--- src/rtl/frame_streamer_if.sv ---
// Pixel payload type and the valid/pixel stream interface shared by the
// frame source and the line-buffered filters.
package pixel_pkg;
  typedef struct packed {
    logic [7:0] red;
    logic [7:0] green;
    logic [7:0] blue;
  } pixel_t;
endpackage

interface pixel_valid_if;
  import pixel_pkg::*;
  logic   valid;
  pixel_t pixel;

  modport master (output valid, output pixel);
  modport slave  (input  valid, input  pixel);
endinterface

--- src/rtl/frame_streamer.sv ---
// Raster-order frame source: reads a frame from a 1-cycle-latency memory and
// streams it as valid/pixel with programmable pixel and line gaps.
module frame_streamer
  import pixel_pkg::*;
#(
  parameter int unsigned IMAGE_LEN    = 1080,
  parameter int unsigned IMAGE_HEIGHT = 720,
  parameter int unsigned GAP_CYCLES   = 0,
  parameter int unsigned LINE_GAP     = 0,
  parameter int unsigned MEM_AW       = $clog2(IMAGE_LEN * IMAGE_HEIGHT)
) (
  input  logic              clk,
  input  logic              rst,
  input  logic              start_i,
  input  logic              pause_i,
  output logic              mem_en_o,
  output logic [MEM_AW-1:0] mem_addr_o,
  input  logic [23:0]       mem_data_i,
  pixel_valid_if.master     pixel_valid_if_o,
  output logic              busy_o,
  output logic              done_o
);

  localparam int unsigned XW = (IMAGE_LEN    > 1) ? $clog2(IMAGE_LEN)    : 1;
  localparam int unsigned YW = (IMAGE_HEIGHT > 1) ? $clog2(IMAGE_HEIGHT) : 1;
  localparam int unsigned GW = $clog2(GAP_CYCLES + LINE_GAP + 2);

  typedef enum logic [1:0] {IDLE, RUN, WAIT, DRAIN} state_t;

  state_t            state;
  logic [MEM_AW-1:0] addr;
  logic [XW-1:0]     x;
  logic [YW-1:0]     y;
  logic [GW-1:0]     gap_cnt;

  logic              x_last;
  logic              frame_last;
  logic              read_c;
  int unsigned       idle_cnt;

  logic              s1_vld;
  logic              s1_last;
  logic              vld_q;
  logic              done_q;
  pixel_t            pix_q;

  assign x_last     = (x == XW'(IMAGE_LEN - 1));
  assign frame_last = x_last && (y == YW'(IMAGE_HEIGHT - 1));
  assign idle_cnt   = GAP_CYCLES + (x_last ? LINE_GAP : 0);

  // The read is issued in the same cycle pause is seen low, so enable is a
  // decode of the registered state rather than a further register stage.
  assign read_c     = (state == RUN) && !pause_i;
  assign mem_en_o   = read_c;
  assign mem_addr_o = addr;
  assign busy_o     = (state != IDLE);

  // Sequencer: raster counters, gap countdown and drain timing
  always_ff @(posedge clk or posedge rst) begin
    if (rst) begin
      state   <= IDLE;
      addr    <= '0;
      x       <= '0;
      y       <= '0;
      gap_cnt <= '0;
    end else begin
      case (state)
        IDLE: begin
          if (start_i) state <= RUN;
        end
        RUN: begin
          if (!pause_i) begin
            if (frame_last) begin
              addr    <= '0;
              x       <= '0;
              y       <= '0;
              gap_cnt <= GW'(1);
              state   <= DRAIN;
            end else begin
              addr <= addr + MEM_AW'(1);
              if (x_last) begin
                x <= '0;
                y <= y + YW'(1);
              end else begin
                x <= x + XW'(1);
              end
              if (idle_cnt != 0) begin
                gap_cnt <= GW'(idle_cnt - 1);
                state   <= WAIT;
              end
            end
          end
        end
        WAIT: begin
          if (gap_cnt == '0) state <= RUN;
          else               gap_cnt <= gap_cnt - GW'(1);
        end
        DRAIN: begin
          if (gap_cnt == '0) state <= IDLE;
          else               gap_cnt <= gap_cnt - GW'(1);
        end
        default: state <= IDLE;
      endcase
    end
  end

  // Two-stage output pipeline aligned to the memory read latency
  always_ff @(posedge clk or posedge rst) begin
    if (rst) begin
      s1_vld  <= 1'b0;
      s1_last <= 1'b0;
      vld_q   <= 1'b0;
      done_q  <= 1'b0;
      pix_q   <= '0;
    end else begin
      s1_vld  <= read_c;
      s1_last <= read_c && frame_last;
      vld_q   <= s1_vld;
      done_q  <= s1_last;
      if (s1_vld) pix_q <= pixel_t'(mem_data_i);
    end
  end

  assign pixel_valid_if_o.valid = vld_q;
  assign pixel_valid_if_o.pixel = pix_q;
  assign done_o                 = done_q;

endmodule

--- src/flat_wrapper.sv ---
// flat-port wrapper written by rule: the top's interface ports become plain ports
module frame_streamer_flat import pixel_pkg::*;
#(
  parameter int unsigned IMAGE_LEN    = 1080,
  parameter int unsigned IMAGE_HEIGHT = 720,
  parameter int unsigned GAP_CYCLES   = 0,
  parameter int unsigned LINE_GAP     = 0,
  parameter int unsigned MEM_AW       = $clog2(IMAGE_LEN * IMAGE_HEIGHT)
)
  (clk, rst, start_i, pause_i, mem_en_o, mem_addr_o, mem_data_i, busy_o, done_o, pixel_valid_if_o_valid, pixel_valid_if_o_pixel);
  pixel_valid_if pixel_valid_if_o_i ();
  input  logic clk;
  input  logic rst;
  input  logic start_i;
  input  logic pause_i;
  output logic mem_en_o;
  output logic [MEM_AW-1:0] mem_addr_o;
  input  logic [23:0] mem_data_i;
  output logic busy_o;
  output logic done_o;
  output wire logic [$bits(pixel_valid_if_o_i.valid)-1:0] pixel_valid_if_o_valid;
  output wire logic [$bits(pixel_valid_if_o_i.pixel)-1:0] pixel_valid_if_o_pixel;
  assign pixel_valid_if_o_valid = pixel_valid_if_o_i.valid;
  assign pixel_valid_if_o_pixel = pixel_valid_if_o_i.pixel;
  frame_streamer #(.IMAGE_LEN(IMAGE_LEN), .IMAGE_HEIGHT(IMAGE_HEIGHT), .GAP_CYCLES(GAP_CYCLES), .LINE_GAP(LINE_GAP), .MEM_AW(MEM_AW)) u_core (.clk(clk), .rst(rst), .start_i(start_i), .pause_i(pause_i), .mem_en_o(mem_en_o), .mem_addr_o(mem_addr_o), .mem_data_i(mem_data_i), .pixel_valid_if_o(pixel_valid_if_o_i), .busy_o(busy_o), .done_o(done_o));
endmodule
--- config.mk ---
export PLATFORM = sky130hd
export DESIGN_NAME = frame_streamer_flat
export DESIGN_NICKNAME = d
export VERILOG_FILES = /design/src/rtl/frame_streamer_if.sv /design/src/rtl/frame_streamer.sv /design/src/flat_wrapper.sv
export SDC_FILE = /design/constraint.sdc
export NUM_CORES = 1
export LEC_CHECK = 0
export ABC_AREA = 1
export CAP_MARGIN = 20
export CORE_MARGIN = 5
export CORE_UTILIZATION = 51
export CTS_CLUSTER_DIAMETER = 120
export DETAILED_ROUTE_END_ITERATION = 10
export GPL_TIMING_DRIVEN = 0
export PLACE_DENSITY = 0.8
export SYNTH_ARGS = -nofsm -noshare
export SYNTH_HDL_FRONTEND = slang
export SYNTH_SLANG_ARGS = --single-unit
--- constraint.sdc ---
create_clock -name clk -period 2.6 [get_ports clk]
set_input_delay 0.65 -clock clk [delete_from_list [all_inputs] [get_ports clk]]
set_output_delay 0.65 -clock clk [all_outputs]
set_load 0.1 [all_outputs]
Word-level counts from Yosys, hierarchy flattened

Index checks and enable logic that the tools add are counted.

$mul: 0
Bitwise operators: 1
Add/subtract/negate cells: 4
Equality and inequality tests: 10
Mux-type cells: 15
Reductions and logical operators: 13
Div/mod/pow operators: 0
Magnitude comparators: 0
Shift operators: 0

Operators with widths:

| cell                  | number |
|---|---|
| $mux 11               | 2 |
| $add 20x1->20 const B | 1 |
| $mux 10               | 2 |
| $mux 20               | 1 |
| $add 11x1->11 const B | 1 |
| $eq 11x11->1 const B  | 1 |
| $add 10x1->10 const B | 1 |
| $eq 10x10->1 const B  | 1 |
| $mux 2                | 5 |
| $ne 2x2->1 const B    | 4 |
| $pmux 2 s4            | 1 |
| $reduce_and 3->1      | 2 |
| $reduce_bool 2->1     | 3 |
| $reduce_and 5->1      | 1 |
| $eq 2x2->1 const B    | 2 |
| $logic_and 1x1->1     | 3 |
| $mux 1                | 3 |
| $eq 2x1->1 const B    | 1 |
| $logic_not 2->1       | 1 |
| $ne 2x1->1 const B    | 1 |
| $pmux 1 s2            | 1 |
| $reduce_and 2->1      | 1 |
| $reduce_or 2->1       | 1 |
| $logic_not 1->1       | 1 |
| 2 further kinds       | 2 |

Register bits after elaboration: 72
Latch bits: 0
RAM bits: 0
Word-level logic and storage cells: 55
Output and inout bits: 48
Input bits: 28
Memories: 0
ROM bits: 0

Longest topological paths before layout

Depth in word-level cells: 5
Gate-level depth with buffers: 10
Mapped depth without buffers: 10

Worst setup path after synthesis

No wires, ideal clock.

Path kind: flip-flop to flip-flop
From: register u_core.addr[1] (netlist: u_core.mem_addr_o[1])
To: register u_core.addr[18] (netlist: u_core.mem_addr_o[18])
Arrival: 1968 ps
Stages on the path, launching flop included: 9
Period minus slack after synthesis: 2083 ps
Required time: 2486 ps
Setup slack: 517 ps
Library setup time: 114 ps
Buffers on the path: 0
Cell sequence: dfrtp_1 > ha_1 > inv_1 > nor2_2 > nand3_1 > nor2_1 > nand4_1 > nand2_1 > nor2_1

Longest elaborated chain between the ends: 2

RTL lines:

| element                | RTL line             | source |
|---|---|---|
| start, declared        | frame_streamer.sv:31 | `logic [MEM_AW-1:0] addr;` |
| start signal, assigned | frame_streamer.sv:80 | `addr <= addr + MEM_AW'(1);` |
| $add 20x1->20          | frame_streamer.sv:80 |  |
| $mux 20                | frame_streamer.sv:73 | `if (frame_last) begin` |

No other way between the ends.
A chain may end at the register's enable or synchronous reset.

Worst setup path in the final report

From: register u_core.addr[0] (netlist: u_core.mem_addr_o[0])
To: output mem_addr_o[0]

RTL lines:

| element       | RTL line           | source |
|---|---|---|
| end, declared | flat_wrapper.sv:17 | `output logic [MEM_AW-1:0] mem_addr_o;` |

No word-level cell between the ends.

==> reports/results.ini <==
[outcome]
status = finished clean

[logic_synthesis]
synth_fp_nets = 422
synth_cells = 391
synth_top_area_share = 0.5147
synth.largest_area_cell = dfrtp_1
synth.area.top_cells = dfrtp_1 51%, nand2_1 9.2%, mux2_2 7.7%
yosysUniqueCellTypes = 32
ys_seq_elements = 72
synth_area_um2 = 3501
synth_area_per_cell_um2 = 8.954
ys_seq_area_frac = 0.5147
yosysWarnings = 0

[timing]
finClkSkew_ns = 0.008449
setup_viol = 0
slew_viol_final = 0
worstMarginPinSlew_ns = 1.004
slew_headroom = 0.3333
holdWs_ns = 0.3517
finalHoldViolCount = 0
finalCriticalPeriod_ns = 2.558
rsz0062_at_grt = no
fmax_mhz = 391.0
setup_tns_ns = 0
period_share = 0.9837

[power_and_ir_drop]
peakVddDrop_uv = 305.1
p_seq_frac = 0.404
p_comb_frac = 0.336
p_sw_w = 0.001438
switching_share = 0.4166
power_w = 0.003451
powerDensity_nw_per_um2 = 754.5
p_clk_frac = 0.261
p_int_w = 0.002014
p_leak_nw = 2.233

[finish]
layout_commonest_cell = nand2_1
final_cells = 562
mostFrequentLayoutCells = 86 x nand2_1, 72 x dfrtp_1, 58 x clkdlybuf4s50_1
fin_area_um2 = 4574
drive_above_1_share = 0.1390
area_growth_pct = 30.66
diodes = 0
fin_nets = 508

[critical_path]
crit_path_end_kind = primary output
cp.required_ns = 1.95
startpoint = u_core.mem_addr_o[0]
crit_chain = clkdlybuf4s50_1
path_delay_family = buffers and inverters
max_stage_delay_ns = 1.16
path_class = reg2out
critPathBufInv = 1
start_kind = flip-flop
crit_path_max_fanout = 4
critPathArrivalTime_ns = 1.91
slowest_stage = clkdlybuf4s50_1
r2r_start = u_core.x[0]

[floorplan]
row_count = 30
die_height_um = 92.85
dieArea_um2 = 8621
core_area_um2 = 6719
initial_core_util = 0.5210
die_w_um = 92.85
num_io_pins = 76

[drt]
totalWireLength_um = 7610
viasPerCell = 5.187
drtAntennaViolNets = 0
wire_per_inst_um = 13.54
initialDrtViolationCount = 105
drt_pre_antenna_iters = 4
num_vias = 2915
route.detailed.drc = 0

[placed_design]
hpwlAfterDp_um = 5629
io_buffers = 75
dp_cells = 546
place_congestion = 0.8184
placed_cell_area_um2 = 4354

[flow_run]
maxCapViolCount = 0

[grt]
grt_pass1_wl_um = 13160
track_usage = 0.1888
antenna_found_initial = 0
grt_pass1_vias = 2881
grt_overflow = 0
grt_max_degree = 73

[clocking]
cts_root_buf = clkbuf_8
numClockSinks = 72
clock_path_buffers = 2
hold_buffers = 0
cts_tree = yes
clkLatencyLatePin_ns = 0.35
htree_levels = 3
numCtsBuffers = 9
clk_pin_slew_ns = 0.07
postCtsSetupBuffers = 0

[min_path]
hp-class = reg2reg
hold_start = u_core.s1_last

[registers in the layout, summed over array words and instances, names as in the netlist]
signal / count
u_core.state: 2
u_core.x: 11
u_core.s1_last: 1
u_core.pixel_valid_if_o.pixel: 24
u_core.pixel_valid_if_o.valid: 1
u_core.done_o: 1
u_core.mem_addr_o: 20
u_core.y: 10
u_core.s1_vld: 1
u_core.gap_cnt: 1
[routing by layer]
layer	vias up	part of all wire	wire, um	GRT usage
li1	1448	-	-	-
met1	1360	0.48	3631	0.2534
met2	98	0.45	3425	0.2939
met3	9	0.059	447	0.03981
met4	0	0.014	106	0.08547
met5	-	0	0	0
[cell usage after synthesis (all sizes together)]
| cell type | instances |
|---|---|
| mux2 | 24 |
| nor3 | 4 |
| nor2 | 59 |
| clkinv | 1 |
| ha | 3 |
| a21oi | 8 |
| buf | 5 |
| dfrtp | 72 |
| xnor2 | 3 |
| nand2 | 89 |
| a2bb2oi | 1 |
| and2 | 1 |
| inv | 43 |
| clkbuf | 1 |
| xor2 | 7 |
| a31o | 1 |
| nand4 | 11 |
| o21ai | 20 |
| and3 | 1 |
| nand3b | 2 |
| nor3b | 2 |
| nand3 | 32 |
| a31oi | 1 |
[kinds of logic after synthesis]
family / after synthesis / synth area share
muxes: 24 / 0.07720
and+or+nand+nor: 201 / 0.2663
DFF: 72 / 0.5147
adders and majority gates: 3 / 0.01072
AOI/OAI and AO/OA: 31 / 0.04789
xor gates and xnor gates: 10 / 0.02502
buffers and inverters: 50 / 0.05825
[final timing paths]
| path | endpoint | slack (ns) | depth (start not counted) |
|---|---|---|---|
| worst max-delay path | mem_addr_o[0] | 0.04 | 1 |
| worst min-delay path | u_core.done_o | 0.35 | 0 |
| worst max register to register | u_core.y[4] | 0.85 | 8 |
| worst min register to register | u_core.done_o | 0.35 | 0 |
| max in group asynchronous | u_core.x[1] | 1.20 | 2 |
| min in group asynchronous | u_core.pixel_valid_if_o.pixel[14] | 0.84 | 2 |
[power by group through the flow]
| stage | clock network (W) | logic (W) | registers [W] |
|---|---|---|---|
| after floorplan | 0 | 0.000279 | 0.00200 |
| after detailed placement | 0 | 0.00118 | 0.00141 |
| final | 0.000899 | 0.00116 | 0.00139 |
| after global routing | 0.000974 | 0.00122 | 0.00141 |
| after CTS | 0.000924 | 0.00117 | 0.00139 |
| after global placement | 0 | 0.00116 | 0.00140 |
[cell type report]
class	count	area, um2
Inverter	44	172.7
Tap cell	80	100.1
Clock buffer	10	137.6
Fill cell	520	2145
Timing Repair Buffer	75	763.2
Clock inverter	6	67.56
Buffer	6	36.28
Multi-Input combinational cell	269	1495
Sequential cell	72	1802
[stage by stage]
stage | setup WS (ns) | utilization
after floorplan | 0.1251 | -
after global placement | -1.025 | 0.6477
after detailed placement | -0.9688 | 0.6480
after CTS | 0.003779 | 0.6778
after global routing | 0.001658 | 0.6808
final | 0.04248 | 0.6808
[repair_timing]
| action | 4_1_cts | 5_1_grt |
|---|---|---|
| endpoints found under the setup margin | 11 | 7 |
| hold endpoints to repair | 0 | 0 |
| resized for setup | 19 | 7 |
Power figures use the tool's default switching activity.
